<file path="src/rtl/cla_share_pkg.sv">
// Shared types and sizes for the cla_share_arb slice.
// Optional counters are enabled with `define CLA_SHARE_CNT_EN.
package cla_share_pkg;
  localparam int NREQ  = 2;
  localparam int WIDTH = 32;
  localparam int CNT_W = 16;

  typedef enum logic [1:0] {
    IDLE = 2'd0,
    EXEC = 2'd1,
    DONE = 2'd2
  } state_e;
endpackage

</file>
<file path="src/rtl/cla_clk.sv">
// Carry-lookahead adder in 4-bit groups; operands come from the caller's
// op registers, so the sum settles one cycle after they are loaded.
module cla_clk #(
  parameter int WIDTH = 32
) (
  input  logic [WIDTH-1:0] a,
  input  logic [WIDTH-1:0] b,
  input  logic             ci,
  output logic [WIDTH-1:0] s,
  output logic             co
);
  localparam int NBLK = WIDTH / 4;

  logic blk_c [NBLK+1];

  assign blk_c[0] = ci;
  assign co       = blk_c[NBLK];

  for (genvar k = 0; k < NBLK; k++) begin : g_blk
    logic [3:0] g, p, c;
    logic       bg, bp;

    assign g = a[4*k +: 4] & b[4*k +: 4];
    assign p = a[4*k +: 4] ^ b[4*k +: 4];

    assign c[0] = blk_c[k];
    assign c[1] = g[0] | (p[0] & c[0]);
    assign c[2] = g[1] | (p[1] & g[0]) | (&p[1:0] & c[0]);
    assign c[3] = g[2] | (p[2] & g[1]) | (&p[2:1] & g[0]) | (&p[2:0] & c[0]);

    // group generate/propagate feed the inter-block lookahead chain
    assign bg = g[3] | (p[3] & g[2]) | (&p[3:2] & g[1]) | (&p[3:1] & g[0]);
    assign bp = &p;

    assign blk_c[k+1]  = bg | (bp & c[0]);
    assign s[4*k +: 4] = p ^ c;
  end
endmodule

</file>
<file path="src/rtl/rr_arb2.sv">
// Two-way round-robin grant: ptr picks the winner only when both request.
module rr_arb2 (
  input  logic [1:0] req,
  input  logic       ptr,
  output logic [1:0] grant
);
  always_comb begin
    grant = req;
    if (req == 2'b11) grant = ptr ? 2'b10 : 2'b01;
  end
endmodule

</file>
<file path="src/rtl/cla_share_arb.sv">
// Round-robin sharing of one CLA between two requesters, IDLE->EXEC->DONE.
// `define CLA_SHARE_CNT_EN adds per-requester completion counters cnt0/cnt1.
module cla_share_arb
  import cla_share_pkg::*;
#(
  parameter int WIDTH = 32,
  parameter int LAT   = 2
) (
  input  logic               clk,
  input  logic               reset_n,
  input  logic [1:0]         req_valid,
  output logic [1:0]         req_ready,
  input  logic [2*WIDTH-1:0] req_a,
  input  logic [2*WIDTH-1:0] req_b,
  input  logic [1:0]         req_ci,
  output logic               rsp_valid,
  input  logic               rsp_ready,
  output logic               rsp_id,
  output logic [WIDTH-1:0]   rsp_s,
  output logic               rsp_co
`ifdef CLA_SHARE_CNT_EN
  ,
  output logic [CNT_W-1:0]   cnt0,
  output logic [CNT_W-1:0]   cnt1
`endif
);
  localparam logic [3:0] LAT_M1 = 4'(LAT - 1);

  state_e           state_q, state_d;
  logic             ptr_q, ptr_d;
  logic [3:0]       lat_cnt_q, lat_cnt_d;
  logic [WIDTH-1:0] op_a_q, op_a_d, op_b_q, op_b_d;
  logic             op_ci_q, op_ci_d, op_id_q, op_id_d;
  logic [WIDTH-1:0] rsp_s_q, rsp_s_d;
  logic             rsp_co_q, rsp_co_d, rsp_id_q, rsp_id_d;

  logic [1:0]       grant, hs;
  logic             gid;
  logic [WIDTH-1:0] sum;
  logic             sum_co;

  rr_arb2 u_arb (
    .req   (req_valid),
    .ptr   (ptr_q),
    .grant (grant)
  );

  cla_clk #(.WIDTH(WIDTH)) u_add (
    .a  (op_a_q),
    .b  (op_b_q),
    .ci (op_ci_q),
    .s  (sum),
    .co (sum_co)
  );

  assign hs  = (state_q == IDLE) ? (req_valid & grant) : 2'b00;
  assign gid = hs[1];

  // FSM: state register
  always_ff @(posedge clk) begin
    if (!reset_n) state_q <= IDLE;
    else          state_q <= state_d;
  end

  // FSM: next state; any unused encoding falls back to IDLE
  always_comb begin
    state_d = IDLE;
    case (state_q)
      IDLE:    state_d = (|hs) ? EXEC : IDLE;
      EXEC:    state_d = (lat_cnt_q == 4'd0) ? DONE : EXEC;
      DONE:    state_d = rsp_ready ? IDLE : DONE;
      default: state_d = IDLE;
    endcase
  end

  // FSM: outputs
  always_comb begin
    req_ready = 2'b00;
    rsp_valid = 1'b0;
    case (state_q)
      IDLE:    req_ready = grant;
      DONE:    rsp_valid = 1'b1;
      default: ;
    endcase
  end

  // Datapath: op regs only move on a grant so the adder inputs stay quiet
  always_comb begin
    ptr_d     = ptr_q;
    lat_cnt_d = lat_cnt_q;
    op_a_d    = op_a_q;
    op_b_d    = op_b_q;
    op_ci_d   = op_ci_q;
    op_id_d   = op_id_q;
    rsp_s_d   = rsp_s_q;
    rsp_co_d  = rsp_co_q;
    rsp_id_d  = rsp_id_q;
    if (|hs) begin
      op_a_d    = gid ? req_a[2*WIDTH-1:WIDTH] : req_a[WIDTH-1:0];
      op_b_d    = gid ? req_b[2*WIDTH-1:WIDTH] : req_b[WIDTH-1:0];
      op_ci_d   = req_ci[gid];
      op_id_d   = gid;
      ptr_d     = ~gid;
      lat_cnt_d = LAT_M1;
    end else if (state_q == EXEC) begin
      if (lat_cnt_q == 4'd0) begin
        rsp_s_d  = sum;
        rsp_co_d = sum_co;
        rsp_id_d = op_id_q;
      end else begin
        lat_cnt_d = lat_cnt_q - 4'd1;
      end
    end
  end

  always_ff @(posedge clk) begin
    if (!reset_n) begin
      ptr_q     <= 1'b0;
      lat_cnt_q <= 4'd0;
      op_a_q    <= '0;
      op_b_q    <= '0;
      op_ci_q   <= 1'b0;
      op_id_q   <= 1'b0;
      rsp_s_q   <= '0;
      rsp_co_q  <= 1'b0;
      rsp_id_q  <= 1'b0;
    end else begin
      ptr_q     <= ptr_d;
      lat_cnt_q <= lat_cnt_d;
      op_a_q    <= op_a_d;
      op_b_q    <= op_b_d;
      op_ci_q   <= op_ci_d;
      op_id_q   <= op_id_d;
      rsp_s_q   <= rsp_s_d;
      rsp_co_q  <= rsp_co_d;
      rsp_id_q  <= rsp_id_d;
    end
  end

  assign rsp_s  = rsp_s_q;
  assign rsp_co = rsp_co_q;
  assign rsp_id = rsp_id_q;

`ifdef CLA_SHARE_CNT_EN
  logic [CNT_W-1:0] cnt0_q, cnt0_d, cnt1_q, cnt1_d;

  always_comb begin
    cnt0_d = cnt0_q;
    cnt1_d = cnt1_q;
    if (state_q == DONE && rsp_ready) begin
      if (rsp_id_q) cnt1_d = cnt1_q + 1'b1;
      else          cnt0_d = cnt0_q + 1'b1;
    end
  end

  always_ff @(posedge clk) begin
    if (!reset_n) begin
      cnt0_q <= '0;
      cnt1_q <= '0;
    end else begin
      cnt0_q <= cnt0_d;
      cnt1_q <= cnt1_d;
    end
  end

  assign cnt0 = cnt0_q;
  assign cnt1 = cnt1_q;
`endif
endmodule
</file>
<file path="config.mk">
export PLATFORM = sky130hd
export DESIGN_NAME = cla_share_arb
export DESIGN_NICKNAME = d
export VERILOG_FILES = /design/src/rtl/cla_share_pkg.sv /design/src/rtl/cla_clk.sv /design/src/rtl/rr_arb2.sv /design/src/rtl/cla_share_arb.sv
export SDC_FILE = /design/constraint.sdc
export NUM_CORES = 1
export LEC_CHECK = 0
export CAP_MARGIN = 20
export CORE_UTILIZATION = 47
export DETAILED_ROUTE_END_ITERATION = 6
export PLACE_DENSITY = 0.81
export SYNTH_ARGS = -nofsm -noshare
export SYNTH_HDL_FRONTEND = slang
export SYNTH_SLANG_ARGS = --single-unit
</file>
<file path="constraint.sdc">
create_clock -name clk -period 3.5 [get_ports clk]
set_clock_uncertainty 0.1 [all_clocks]
set_input_delay 0.875 -clock clk [delete_from_list [all_inputs] [get_ports clk]]
set_output_delay 0.875 -clock clk [all_outputs]
set_load 0.01 [all_outputs]
</file>
==> results_tabular.tex <==
\begin{tabular}{lr}
\hline
Metric & Value \\
\hline
\multicolumn{2}{l}{\textbf{Status}} \\
\quad Run status & finished clean \\
\multicolumn{2}{l}{\textbf{Timing}} \\
\quad Post-route fraction of the period consumed by the critical path & 90.47\% \\
\quad Total negative slack & 0 ps \\
\quad Worst-case headroom to the max-slew limit & 23.16\% \\
\quad Highest clock rate & 0.3158 GHz \\
\quad Final hold violation count & 0 \\
\quad Final setup violation count & 0 \\
\quad Final Critical Period & 3167 ps \\
\quad Final Max Tran Viols & 0 \\
\quad Unrepaired setup endpoints after global routing & no \\
\quad Slew at the pin with the worst max-slew slack & 1148 ps \\
\multicolumn{2}{l}{\textbf{Clocking}} \\
\quad Clock Pin Slew Worst Setup and Hold Paths & 70 ps \\
\quad TritonCTS buffer count & 9 \\
\quad Clock insertion delay at the later pin of the skew report & 350 ps \\
\quad Clock Tree Buf Depth & 2 \\
\quad H-Tree Level Count & 3 \\
\quad Sink count of the clock tree & 107 \\
\quad \# Post-CTS Setup Buffers & 0 \\
\quad CTS tree & yes \\
\quad Clk root buf & sky130\_fd\_sc\_hd\_\_clkbuf\_16 \\
\quad CTS resizes & 0 \\
\quad Hold buffer count at CTS & 0 \\
\multicolumn{2}{l}{\textbf{Floorplan}} \\
\quad Row cnt & 39 \\
\quad Initial Utilization & 48.13\% \\
\quad Area enclosed by the die boundary & 0.01213 sq mm \\
\quad Overall die height & 110.1 um \\
\quad Die W & 110.1 um \\
\quad I/O Pins & 172 \\
\quad Core ar. & 0.01142 sq mm \\
\multicolumn{2}{l}{\textbf{Min path}} \\
\quad Hold Crit Class & reg -> reg \\
\quad Worst hold stages & 2 \\
\multicolumn{2}{l}{\textbf{Power}} \\
\quad Standby leakage power & 3.168 nW \\
\quad Power per cell area & 472.4 mW/mm\^{}2 \\
\quad Highest ir drop seen on vdd & 391.4 uV \\
\multicolumn{2}{l}{\textbf{Yosys}} \\
\quad Post-Syn Instances & 664 \\
\quad Post-synthesis instance area & 0.005495 sq mm \\
\quad Distinct cell type count after synthesis & 51 \\
\quad Post-synthesis net count & 840 \\
\quad Area contributors post-synth & sky130\_fd\_sc\_hd\_\_dfxtp\_1, sky130\_fd\_sc\_hd\_\_nand2\_1, sky130\_fd\_sc\_hd\_\_ha\_1 \\
\quad Flip-flop cell with the highest count after synthesis & sky130\_fd\_sc\_hd\_\_dfxtp\_1 \\
\quad Part of the Yosys area used for sequential elements & 38.98\% \\
\quad Number of storage elements in the synthesis netlist & 107 \\
\quad Post-Synthesis Mean Instance Area & 8.276 sq um \\
\quad Count of yosys warnings during synthesis & 0 \\
\quad Cell accounting for the most synthesized area & sky130\_fd\_sc\_hd\_\_dfxtp\_1 \\
\quad Number of flops mapped to enable cells by yosys & 0 \\
\quad Share of flip-flops with an asynchronous set or reset & 0\% \\
\quad Area share of the largest cell type after synthesis & 38.98\% \\
\multicolumn{2}{l}{\textbf{Drt}} \\
\quad Initial detailed-routing violation count & 344 \\
\quad Number of design rule violations left after detail routing & 0 \\
\quad Final ANT Viol Nets & 0 \\
\quad Average vias per placed instance & 5.639 \\
\quad Average wire length per cell after detail routing & 16.40 um \\
\quad Routed wire length & 15810 um \\
\quad Pre-antenna DRT Iters & 7 \\
\quad Routed vias & 5436 \\
\multicolumn{2}{l}{\textbf{Place}} \\
\quad PortBufs & 171 \\
\quad Final estimated routing congestion in global placement & 0.8767 \\
\quad Cell area reported after detailed placement & 0.007343 sq mm \\
\quad Dpl hpwl & 11690 um \\
\multicolumn{2}{l}{\textbf{Setup path}} \\
\quad CP bufs+invs & 2 \\
\quad Crit path kind & in -> out \\
\quad Slowest stage cell on the critical path & sky130\_fd\_sc\_hd\_\_clkdlybuf4s50\_1 \\
\quad Largest driver fanout on the critical path & 4 \\
\quad Cell occurring most often along the worst timing path & sky130\_fd\_sc\_hd\_\_clkdlybuf4s50\_1 \\
\quad Delay of the slowest cell on the worst path & 560 ps \\
\quad Data required time at the worst endpoint & 2520 ps \\
\quad Crit path capture type & primary output \\
\quad Depth of the critical timing path with buffers and inverters included & 4 \\
\quad Ordered list of cells on the worst path & clkdlybuf4s50\_1 -> nand2\_1 -> a21oi\_1 -> clkdlybuf4s50\_1 \\
\quad Arrival time at the worst endpoint & 2190 ps \\
\quad Cell family with most CP delay & buffers and inverters \\
\quad Path depth of the worst reg2reg path & 11 \\
\quad Worst Setup Start Kind & input pin \\
\multicolumn{2}{l}{\textbf{Global routing}} \\
\quad Global-route wire length before repair & 24780 um \\
\quad Pin count of the biggest net entering global routing & 56 \\
\quad Antenna violations before repair & 0 \\
\quad Global routing usage summed across all routing layers & 26.69\% \\
\quad Number of global-route vias before repair & 5431 \\
\quad Sum of overflow across all layers after global routing & 0 \\
\multicolumn{2}{l}{\textbf{Final layout}} \\
\quad Synthesis-to-finish area growth & 38.68\% \\
\quad Design Area, Final & 0.007621 sq mm \\
\quad Most frequent cells in the layout & sky130\_fd\_sc\_hd\_\_clkdlybuf4s50\_1, sky130\_fd\_sc\_hd\_\_nand2\_1, sky130\_fd\_sc\_hd\_\_dfxtp\_1, sky130\_fd\_sc\_hd\_\_nor2\_1, sky130\_fd\_sc\_hd\_\_a311oi\_1 \\
\quad Layout Nets & 994 \\
\quad Most common library cell in the layout ignoring fill and taps & sky130\_fd\_sc\_hd\_\_clkdlybuf4s50\_1 \\
\quad Number of antenna cells inserted & 0 \\
\quad Proportion of layout cells with a drive suffix above 1 & 5.603\% \\
\multicolumn{2}{l}{\textbf{Flow run}} \\
\quad Max Cap Violations & 0 \\
\hline
\end{tabular}
synthesized netlist by cell type, drive strengths merged, types with 7 or more instances:
| cell type | number |
|---|---|
| nor2 | 80 |
| nand2 | 147 |
| a211oi | 12 |
| a311oi | 39 |
| a21oi | 36 |
| ha | 33 |
| nand3 | 16 |
| xnor2 | 13 |
| fa | 8 |
| o21ai | 14 |
| a222oi | 10 |
| a22oi | 18 |
| or3 | 7 |
| nor3 | 7 |
| xor2 | 8 |
| clkbuf | 40 |
| inv | 8 |
| a21o | 13 |
| dfxtp | 107 |
report_power, final:
| part | internal [mW] | switching (mW) |
|---|---|---|
| clock | 0.516 | 0.441 |
| sequential | 1.38 | 0.118 |
| combinational | 0.554 | 0.594 |
| total | 2.45 | 1.15 |
state kept, by name (all words and copies together), names as in the netlist:
| register | count |
|---|---|
| lat_cnt_q | 4 |
| ptr_q | 1 |
| rsp_s | 32 |
| op_b_q | 32 |
| op_id_q | 1 |
| rsp_id | 1 |
| op_ci_q | 1 |
| state_q | 2 |
| op_a_q | 32 |
| rsp_co | 1 |
cells by family after synthesis:
group           share of synthesized area [%]
compound gates                          22.22
xor+xnor                                3.347
flops                                   38.98
fa+ha+maj                               10.43
mux                                    0.1822
simple gates                            21.40
buf+inv                                 3.438
cell type report:
cell class / count / area [sq um]
sequential: 107 / 2142
timing repair buffer: 185 / 1817
fill: 944 / 3797
clock buffer: 11 / 252.7
multi-input combinational: 507 / 3176
clock inverter: 3 / 25.02
tap: 143 / 178.9
inverter: 8 / 30.03
final timing paths:
| kind | start | slack [ps] | end |
|---|---|---|---|
| worst max-delay path | req_valid[0] | 330 | req_ready[0] |
| worst min-delay path | op_b_q[3] | 340 | op_b_q[3] |
| worst max register to register | op_a_q[0] | 430 | rsp_s[29] |
| worst min register to register | op_b_q[3] | 340 | op_b_q[3] |
stage by stage:
step	setup slack (ps)	util, %	hold WS (ps)	power (mW)	cells
2_1_floorplan	795.3	-	319.7	2.196	664
3_3_place_gp	336.9	64.31	332.2	2.617	950
3_5_place_dp	328.7	64.31	337.2	2.660	950
4_1_cts	320.9	66.74	346.3	3.614	964
5_1_grt	215.0	66.74	367.9	3.804	964
6_report	333.5	66.74	343.5	3.600	964
per-layer routing:
metal	vias up	global-route usage (%)	part of all wire [%]
li1	2679	-	-
met1	2532	29.84	40
met2	194	49.33	51
met3	31	5.526	6.1
met4	0	10.43	2.7
met5	-	0	0
worst register-to-register path, delay by kind of cell (launching register included):
| family | cells | cell delay [ps] |
|---|---|---|
| XOR/XNOR | 1 | 140 |
| adder cells (fa/ha/maj) | 2 | 720 |
| flip-flops | 1 | 330 |
| AND/OR/NAND/NOR | 2 | 320 |
| AO/OA/AOI/OAI | 6 | 1390 |
Power figures use the tool's default switching activity.
